$ cat config.mk
export PLATFORM = sky130hd
export DESIGN_NAME = hue_sequencer_flat
export DESIGN_NICKNAME = d
export VERILOG_FILES = /design/src/rtl/hue_seq_if.sv /design/src/rtl/hue_sequencer.sv /design/src/flat_wrapper.sv
export SDC_FILE = /design/constraint.sdc
export NUM_CORES = 1
export LEC_CHECK = 0
export CAP_MARGIN = 15
export CORE_MARGIN = 1
export CORE_UTILIZATION = 51
export DETAILED_ROUTE_END_ITERATION = 8
export PLACE_DENSITY_LB_ADDON = 0.3
export SYNTH_ARGS = -nofsm -noshare
export SYNTH_HDL_FRONTEND = slang
export SYNTH_SLANG_ARGS = --single-unit
$ cat constraint.sdc
create_clock -name clk -period 2 [get_ports clk]
set_clock_uncertainty 0.05 [all_clocks]
set_input_delay 0.5 -clock clk [delete_from_list [all_inputs] [get_ports clk]]
set_output_delay 0.5 -clock clk [all_outputs]
set_load 0.005 [all_outputs]
$ cat src/rtl/hue_seq_if.sv
// Control and fade-command bundle for the hue sequencer.
// The master drives run control; the slave returns commands and strobes.
interface hue_seq_if;
  logic       en;
  logic       restart;
  logic       dir;
  logic [2:0] r_cmd;
  logic [2:0] g_cmd;
  logic [2:0] b_cmd;
  logic [2:0] phase;
  logic       phase_stb;
  logic       wrap_stb;

  modport master (
    output en, restart, dir,
    input  r_cmd, g_cmd, b_cmd,
    input  phase, phase_stb, wrap_stb
  );

  modport slave (
    input  en, restart, dir,
    output r_cmd, g_cmd, b_cmd,
    output phase, phase_stb, wrap_stb
  );
endinterface

$ cat src/rtl/hue_sequencer.sv
// Six-phase colour-wheel sequencer issuing INC/DEC/HOLD per RGB fader.
// Define HUE_SEQ_REVERSE_EN to build the dir-controlled reverse walk.
module hue_sequencer #(
  parameter int PHASE_CYCLES = 2000000,
  parameter int START_PHASE  = 0
) (
  input logic     clk,
  input logic     rst_n,
  hue_seq_if.slave bus
);
  localparam int CW = $clog2(PHASE_CYCLES);
  localparam logic [CW-1:0] LAST = CW'(PHASE_CYCLES - 1);
  localparam logic [2:0] P0  = 3'(START_PHASE);
  localparam logic [2:0] INC = 3'd0;
  localparam logic [2:0] DEC = 3'd1;
  localparam logic [2:0] HLD = 3'd2;
  localparam logic [8:0] ALL_HOLD = {HLD, HLD, HLD};

  typedef enum logic [1:0] {IDLE, RUN, PAUSE} state_t;

  function automatic logic [8:0] row(
    input logic [2:0] p,
    input logic       rev
  );
    logic [2:0] i;
    logic [2:0] d;
    i = rev ? DEC : INC;
    d = rev ? INC : DEC;
    case (p)
      3'd0:    row = {HLD, i,   HLD};
      3'd1:    row = {d,   HLD, HLD};
      3'd2:    row = {HLD, HLD, i};
      3'd3:    row = {HLD, d,   HLD};
      3'd4:    row = {i,   HLD, HLD};
      3'd5:    row = {HLD, HLD, d};
      default: row = ALL_HOLD;
    endcase
  endfunction

  function automatic logic [2:0] step(
    input logic [2:0] p,
    input logic       rev
  );
    if (rev) step = (p == 3'd0) ? 3'd5 : p - 3'd1;
    else     step = (p == 3'd5) ? 3'd0 : p + 3'd1;
  endfunction

  state_t          state_q, state_d;
  logic [CW-1:0]   count_q, count_d;
  logic [2:0]      phase_q, phase_d;
  logic [8:0]      cmd_q, cmd_d;
  logic            pstb_q, pstb_d;
  logic            wstb_q, wstb_d;
  logic            rev_now;
  logic            dir_q;
  logic            boundary;
  logic [2:0]      nxt_phase;
  logic            wraps;

  assign boundary = (state_q == RUN) && bus.en &&
                    !bus.restart && (count_q == LAST);
  assign nxt_phase = step(phase_q, rev_now);
  assign wraps = rev_now ? (phase_q == 3'd0)
                         : (phase_q == 3'd5);

`ifdef HUE_SEQ_REVERSE_EN
  // Direction latches only where a phase is entered.
  assign rev_now = bus.dir;

  always_ff @(posedge clk or negedge rst_n) begin
    if (!rst_n)
      dir_q <= 1'b0;
    else if (bus.restart || boundary)
      dir_q <= bus.dir;
  end
`else
  logic unused_dir;
  assign unused_dir = bus.dir;
  assign rev_now    = 1'b0;
  assign dir_q      = 1'b0;
`endif

  always_comb begin
    state_d = state_q;
    count_d = count_q;
    phase_d = phase_q;
    cmd_d   = cmd_q;
    pstb_d  = 1'b0;
    wstb_d  = 1'b0;
    if (bus.restart) begin
      phase_d = P0;
      count_d = '0;
      state_d = bus.en ? RUN : IDLE;
      pstb_d  = bus.en;
      cmd_d   = bus.en ? row(P0, rev_now) : ALL_HOLD;
    end else begin
      unique case (state_q)
        IDLE: begin
          if (bus.en) begin
            state_d = RUN;
            pstb_d  = 1'b1;
            cmd_d   = row(phase_q, dir_q);
          end
        end
        RUN: begin
          if (!bus.en) begin
            state_d = PAUSE;
            cmd_d   = ALL_HOLD;
          end else if (count_q == LAST) begin
            count_d = '0;
            phase_d = nxt_phase;
            pstb_d  = 1'b1;
            wstb_d  = wraps;
            cmd_d   = row(nxt_phase, rev_now);
          end else begin
            count_d = count_q + 1'b1;
          end
        end
        PAUSE: begin
          if (bus.en) begin
            state_d = RUN;
            cmd_d   = row(phase_q, dir_q);
          end
        end
        default: state_d = IDLE;
      endcase
    end
  end

  always_ff @(posedge clk or negedge rst_n) begin
    if (!rst_n) begin
      state_q <= IDLE;
      count_q <= '0;
      phase_q <= P0;
      cmd_q   <= ALL_HOLD;
      pstb_q  <= 1'b0;
      wstb_q  <= 1'b0;
    end else begin
      state_q <= state_d;
      count_q <= count_d;
      phase_q <= phase_d;
      cmd_q   <= cmd_d;
      pstb_q  <= pstb_d;
      wstb_q  <= wstb_d;
    end
  end

  assign bus.r_cmd     = cmd_q[8:6];
  assign bus.g_cmd     = cmd_q[5:3];
  assign bus.b_cmd     = cmd_q[2:0];
  assign bus.phase     = phase_q;
  assign bus.phase_stb = pstb_q;
  assign bus.wrap_stb  = wstb_q;
endmodule

$ cat src/flat_wrapper.sv
// flat-port wrapper written by rule: the top's interface ports become plain ports
module hue_sequencer_flat 
#(
  parameter int PHASE_CYCLES = 2000000,
  parameter int START_PHASE  = 0
)
  (clk, rst_n, bus_en, bus_restart, bus_dir, bus_r_cmd, bus_g_cmd, bus_b_cmd, bus_phase, bus_phase_stb, bus_wrap_stb);
  hue_seq_if bus_i ();
  input logic clk;
  input logic rst_n;
  input wire logic [$bits(bus_i.en)-1:0] bus_en;
  input wire logic [$bits(bus_i.restart)-1:0] bus_restart;
  input wire logic [$bits(bus_i.dir)-1:0] bus_dir;
  output wire logic [$bits(bus_i.r_cmd)-1:0] bus_r_cmd;
  output wire logic [$bits(bus_i.g_cmd)-1:0] bus_g_cmd;
  output wire logic [$bits(bus_i.b_cmd)-1:0] bus_b_cmd;
  output wire logic [$bits(bus_i.phase)-1:0] bus_phase;
  output wire logic [$bits(bus_i.phase_stb)-1:0] bus_phase_stb;
  output wire logic [$bits(bus_i.wrap_stb)-1:0] bus_wrap_stb;
  assign bus_i.en = bus_en;
  assign bus_i.restart = bus_restart;
  assign bus_i.dir = bus_dir;
  assign bus_r_cmd = bus_i.r_cmd;
  assign bus_g_cmd = bus_i.g_cmd;
  assign bus_b_cmd = bus_i.b_cmd;
  assign bus_phase = bus_i.phase;
  assign bus_phase_stb = bus_i.phase_stb;
  assign bus_wrap_stb = bus_i.wrap_stb;
  hue_sequencer #(.PHASE_CYCLES(PHASE_CYCLES), .START_PHASE(START_PHASE)) u_core (.clk(clk), .rst_n(rst_n), .bus(bus_i));
endmodule
; ---- Yosys cells after proc, flatten, opt, wreduce, memory -nomap -nowiden
; Index checks and enable logic that the tools add are counted.
[totals]
elab_cells = 67
ff_bits = 37
inputBits = 5
out_inout_bits = 14
[op_classes]
n_eq_ne = 16
n_addsub = 2
n_mux = 31
n_reduce_logical = 12
[op_table]
columns = operator, n
row1 = case mux 8 bit (6 select lines), 2
row2 = two-way mux 21 bit, 4
row3 = two-way mux 9 bit, 4
row4 = adder 21 x 1 -> 21 bit (second input constant), 1
row5 = == test 21 bit (second input constant), 1
row6 = case mux 9 bit (2 select lines), 1
row7 = two-way mux 3 bit, 5
row8 = == test 3 x 2 -> 1 bit (second input constant), 4
row9 = == test 3 bit (second input constant), 4
row10 = two-way mux 1 bit, 9
row11 = == test 3 x 1 -> 1 bit (second input constant), 2
row12 = zero test 3 bit, 2
row13 = two-way mux 2 bit, 3
row14 = AND reduction 3 bit, 2
row15 = nonzero test 2 bit, 3
row16 = two-way mux 5 bit, 1
row17 = != test 4 bit (second input constant), 1
row18 = case mux 2 bit (2 select lines), 1
row19 = AND reduction 2 bit, 2
row20 = adder 3 x 1 -> 3 bit (second input constant), 1
row21 = != test 3 x 1 -> 1 bit (second input constant), 1
row22 = != test 3 bit (second input constant), 1
row23 = nonzero test 3 bit, 1
row24 = == test 2 x 1 -> 1 bit (second input constant), 1
row25 = 4 further kinds, 4

; ---- Logic depth before layout (Yosys ltp)
[logic_depth]
depth_word = 8
ltp_mapped = 9
depth_no_buf = 7

; ---- Worst setup path after synthesis
; OpenSTA, ideal clock, no wires.
[synth_timing]
path_type = register to register
from = register u_core.count_q[0]
to = register u_core.cmd_q[0]
arrival_time_ps = 1877
t_required_ps = 1825
path_buffers = 1
setup_slack_ps = -52
setup_ps = 125
synth_period_minus_slack_ps = 2052
stages_incl_launch_ff = 8
cell_sequence = dfrtp_1 > ha_1 > and4_1 > buf_4 > nand2_2 > or3_4 > o21ai_4 > mux2_4
[synth_via]
elab_chain_cells = 3
[synth_lines]
columns = element, line
row1 = start: declaration, hue_sequencer.sv:49  ; logic [CW-1:0] count_q, count_d;
row2 = start signal: assignment, hue_sequencer.sv:140  ; count_q <= count_d;
row3 = == test 21 bit, --
row4 = != test 4 bit (no line), --
row5 = AND reduction 3 bit (no line), --
row6 = end signal: assignment, hue_sequencer.sv:142  ; cmd_q <= cmd_d;
row7 = end: declaration, hue_sequencer.sv:51  ; logic [8:0] cmd_q, cmd_d;
; Every way passes these cells.
; A chain may end at the register's enable or synchronous reset.

; ---- Worst setup path in the final report
[layout_timing]
from = register u_core.count_q[14]
to = register u_core.cmd_q[0]
; Same word-level chain as after synthesis.

==> impl_metrics.tcl <==
set metrics [dict create \
    outcome "finished, violations left" \
    violations "negative setup slack" \
    maxCapViolations 0 \
    hold_violations 0 \
    route.detailed.drc 0 \
    p_int_w 0.00104 \
    ys_seq_area_share_pct 41.3 \
    dr.pass1.iters 4 \
    die_height_um 65.7 \
    dpl.cell_count 316 \
    grt_overflow_total 0 \
    hold_path.class "flop to flop" \
    slew_headroom_pct 66.4 \
    slew_violations 0 \
    clk_path_buf_depth 2 \
    rsz0062_at_grt "yes" \
    synth-edff-count 0 \
    grt_pass1_vias 1686 \
    switching_share_pct 25.2 \
    drtIter0Drc 134 \
    critPathArrivalTime_ns 2.14 \
    worstMarginPinSlew_ns 0.500 \
    clk_pin_slew_worst_paths_ns 0.07 \
    diodes 0 \
    antenna_found_initial 0 \
    cp-end-kind "flop" \
    clock-sinks 34 \
    whs_path_depth 1 \
    start_kind "flop" \
    syn-cell-area_sq_mm 0.00207 \
    ys_async_sr_fraction_pct 100 \
    dr_total_vias 1831 \
    yosysWarnings 0 \
    ys_ff_latch 34 \
    dpl.hpwl_mm 3.66 \
    final.min_clock_period_ns 2.01 \
    area_growth_pct 29.6 \
    ys.flop_type "dfrtp_1" \
    synth_cells 222 \
    pwr-share-clk_pct 35.8 \
    p_leak_nw 1.17 \
    fin_area_sq_mm 0.00268 \
    stdcell_count 326 \
    htree_levels 2 \
    drtAntennaViolNets 0 \
    numCtsBuffers 5 \
    drt-total-wl_mm 4.89 \
    core_area_sq_mm 0.00377 \
    critPathMaxStageDelay_ns 0.46 \
    clock_latency_ns 0.29 \
    root_buffer "clkbuf_8" \
    cp_slowest_cell "dfrtp_2" \
    combPwrFrac_pct 12.7 \
    synth_cell_type_count 52 \
    die_area_sq_mm 0.00431 \
    grt_max_degree 35 \
    hold_slack_ns 0.465 \
    timing.fmax_mhz 497 \
    io_buffers 14 \
    p_sw_w 0.000350 \
    fin_ws_ns -0.0120 \
    post-route-period-util_pct 101 \
    rows 22 \
    cp.required_ns 2.13 \
    crit_path_cell_trace "nor4b_4 -> nand4_1 -> or3_4 -> o21ai_4 -> mux2_4" \
    cp_max_fo 5 \
    post_dp_cell_area_sq_mm 0.00254 \
    cts_tree "built" \
    place.gp.congestion 0.910 \
    syn_area_per_cell_sq_um 9.32 \
    fin_nets 284 \
    num_io_pins 19 \
    vdd_drop_max_mv 0.393 \
    pwr-share-seq_pct 51.5 \
    post_drt_wl_per_cell_um 15.0 \
    die_x_um 65.7 \
    via_per_inst 5.62 \
    grt_pass1_wl_mm 8.25 \
    drive_gt1_share_pct 27.7 \
    crit_type "flop to flop" \
    powerDensity_mw_per_mm2 519 \
    grt_util_all_layers_pct 26.2 \
    r2r_cells 5 \
    start_util_pct 54.8 \
    setup_viol 2 \
]
[logic make-up (layout without fill, tap and decap cells)]
| family | after synthesis | after routing | share of synthesized area, % |
|---|---|---|---|
| muxes | 8 | 8 | 5.08 |
| xor gates and xnor gates | 14 | 14 | 5.93 |
| DFF | 34 | 34 | 41.3 |
| buffers and inverters | 19 | 73 | 4.54 |
| AOI/OAI and AO/OA | 39 | 39 | 13.7 |
| other | 1 | 3 | 0.181 |
| adders and majority gates | 2 | 2 | 1.21 |
| and+or+nand+nor | 105 | 105 | 28.0 |
[routing by layer]
metal	global-route usage, %	vias up	routed length (um)
met5	0	-	0
met4	10.3	0	76
met3	4.69	7	231
met2	38.1	38	2140
met1	38.3	885	2440
li1	-	901	-
[worst paths after layout]
check	to	slack, ns	start
max	u_core.cmd_q[0]	-0.01	u_core.count_q[14]
min	u_core.cmd_q[6]	0.46	u_core.cmd_q[6]
max reg2reg	u_core.cmd_q[0]	-0.01	u_core.count_q[14]
min reg2reg	u_core.cmd_q[6]	0.46	u_core.cmd_q[6]
max in group asynchronous	u_core.cmd_q[1]	1.00	rst_n
min in group asynchronous	u_core.bus.phase_stb	0.55	rst_n
[stage by stage]
| stage | setup TNS, ns | power (W) | utilization [%] | setup WS (ns) |
|---|---|---|---|---|
| 2_1_floorplan | -0.0412 | 0.000812 | - | -0.0206 |
| 3_3_place_gp | -1.04 | 0.000900 | 67.4 | -0.125 |
| 3_5_place_dp | -1.66 | 0.000908 | 67.4 | -0.163 |
| 4_1_cts | -0.0550 | 0.00140 | 70.6 | -0.0293 |
| 5_1_grt | -0.310 | 0.00145 | 71.1 | -0.0929 |
| 6_report | -0.0212 | 0.00139 | 71.1 | -0.0120 |
[flip-flops by register name, summed over array words and instances (netlist names)]
signal,count
u_core.bus.phase_stb,1
u_core.bus.wrap_stb,1
u_core.count_q,21
u_core.bus.phase,3
u_core.state_q,2
u_core.cmd_q,6
[worst max-delay path, delay by kind of cell, from the launching register on]
| family | cells | cell delay, ns |
|---|---|---|
| compound gates | 1 | 0.26 |
| flops | 1 | 0.46 |
| simple gates | 3 | 0.79 |
| mux | 1 | 0.33 |
[synth_stat cells, types with 2 or more instances]
cell / n / area (sq um)
nor4_1: 4 / 25.0
o211ai_1: 5 / 37.5
dfstp_2: 3 / 78.8
nand4_1: 9 / 56.3
and4_1: 3 / 26.3
nand3b_1: 2 / 15.0
and3_1: 3 / 18.8
nor4b_1: 3 / 26.3
clkbuf_1: 8 / 30.0
nand2b_1: 2 / 12.5
buf_1: 2 / 7.51
ha_1: 2 / 25.0
nand2_2: 2 / 12.5
and2_1: 5 / 31.3
xnor2_1: 10 / 87.6
nand4b_1: 2 / 17.5
o21ai_0: 5 / 25.0
buf_4: 4 / 30.0
mux2_4: 5 / 75.1
or3_1: 2 / 12.5
o21ai_1: 4 / 20.0
o21a_1: 2 / 15.0
xor2_1: 4 / 35.0
mux2i_1: 3 / 30.0
dfrtp_1: 31 / 776
nand2_1: 18 / 67.6
nor3_1: 11 / 55.1
nand3_1: 6 / 30.0
o31ai_1: 5 / 37.5
a21oi_1: 6 / 30.0
nor2_1: 26 / 97.6
a21o_1: 2 / 15.0
inv_1: 4 / 15.0
[placed cells by master, fill, tap and decap left out, types with 3 or more instances in the layout]
cell type        count
o21ai_0              5
mux2i_1              3
conb_1               3
o31ai_1              5
buf_4               47
and3_1               3
nand4_1              9
dfrtp_2              3
dfstp_2              3
nand3_1              6
dfrtp_1             28
o211ai_1             5
nand2_1             18
xor2_1               4
a21oi_1              6
mux2_4               5
nor2_1              26
o21ai_1              4
and2_1               5
nor3_1              11
nor4_1               4
inv_1                4
xnor2_1             10
clkbuf_1             3
clkdlybuf4s50_1     14
clkbuf_8             5
[power groups by stage]
stage               registers (W)  clock network, W  logic (W)
floorplan                0.000729                 0  0.0000831
global placement         0.000729                 0   0.000172
detailed placement       0.000730                 0   0.000177
CTS                      0.000717          0.000501   0.000178
global route             0.000719          0.000539   0.000195
finish                   0.000717          0.000497   0.000177
[layout make-up]
type,count,area [sq um]
clock buffer,8,80.1
sequential,34,858
timing repair buffer,61,493
fill,273,1090
tap,48,60.1
inverter,4,15.0
multi-input combinational,171,1170
[what timing repair did]
item,CTS,global route
buffers inserted,2,1
hold buffers,0,0
gates resized for setup,5,4
pin swaps,8,5
endpoints found under the setup margin,12,16
No activity file was read; power rests on OpenSTA's default activity.
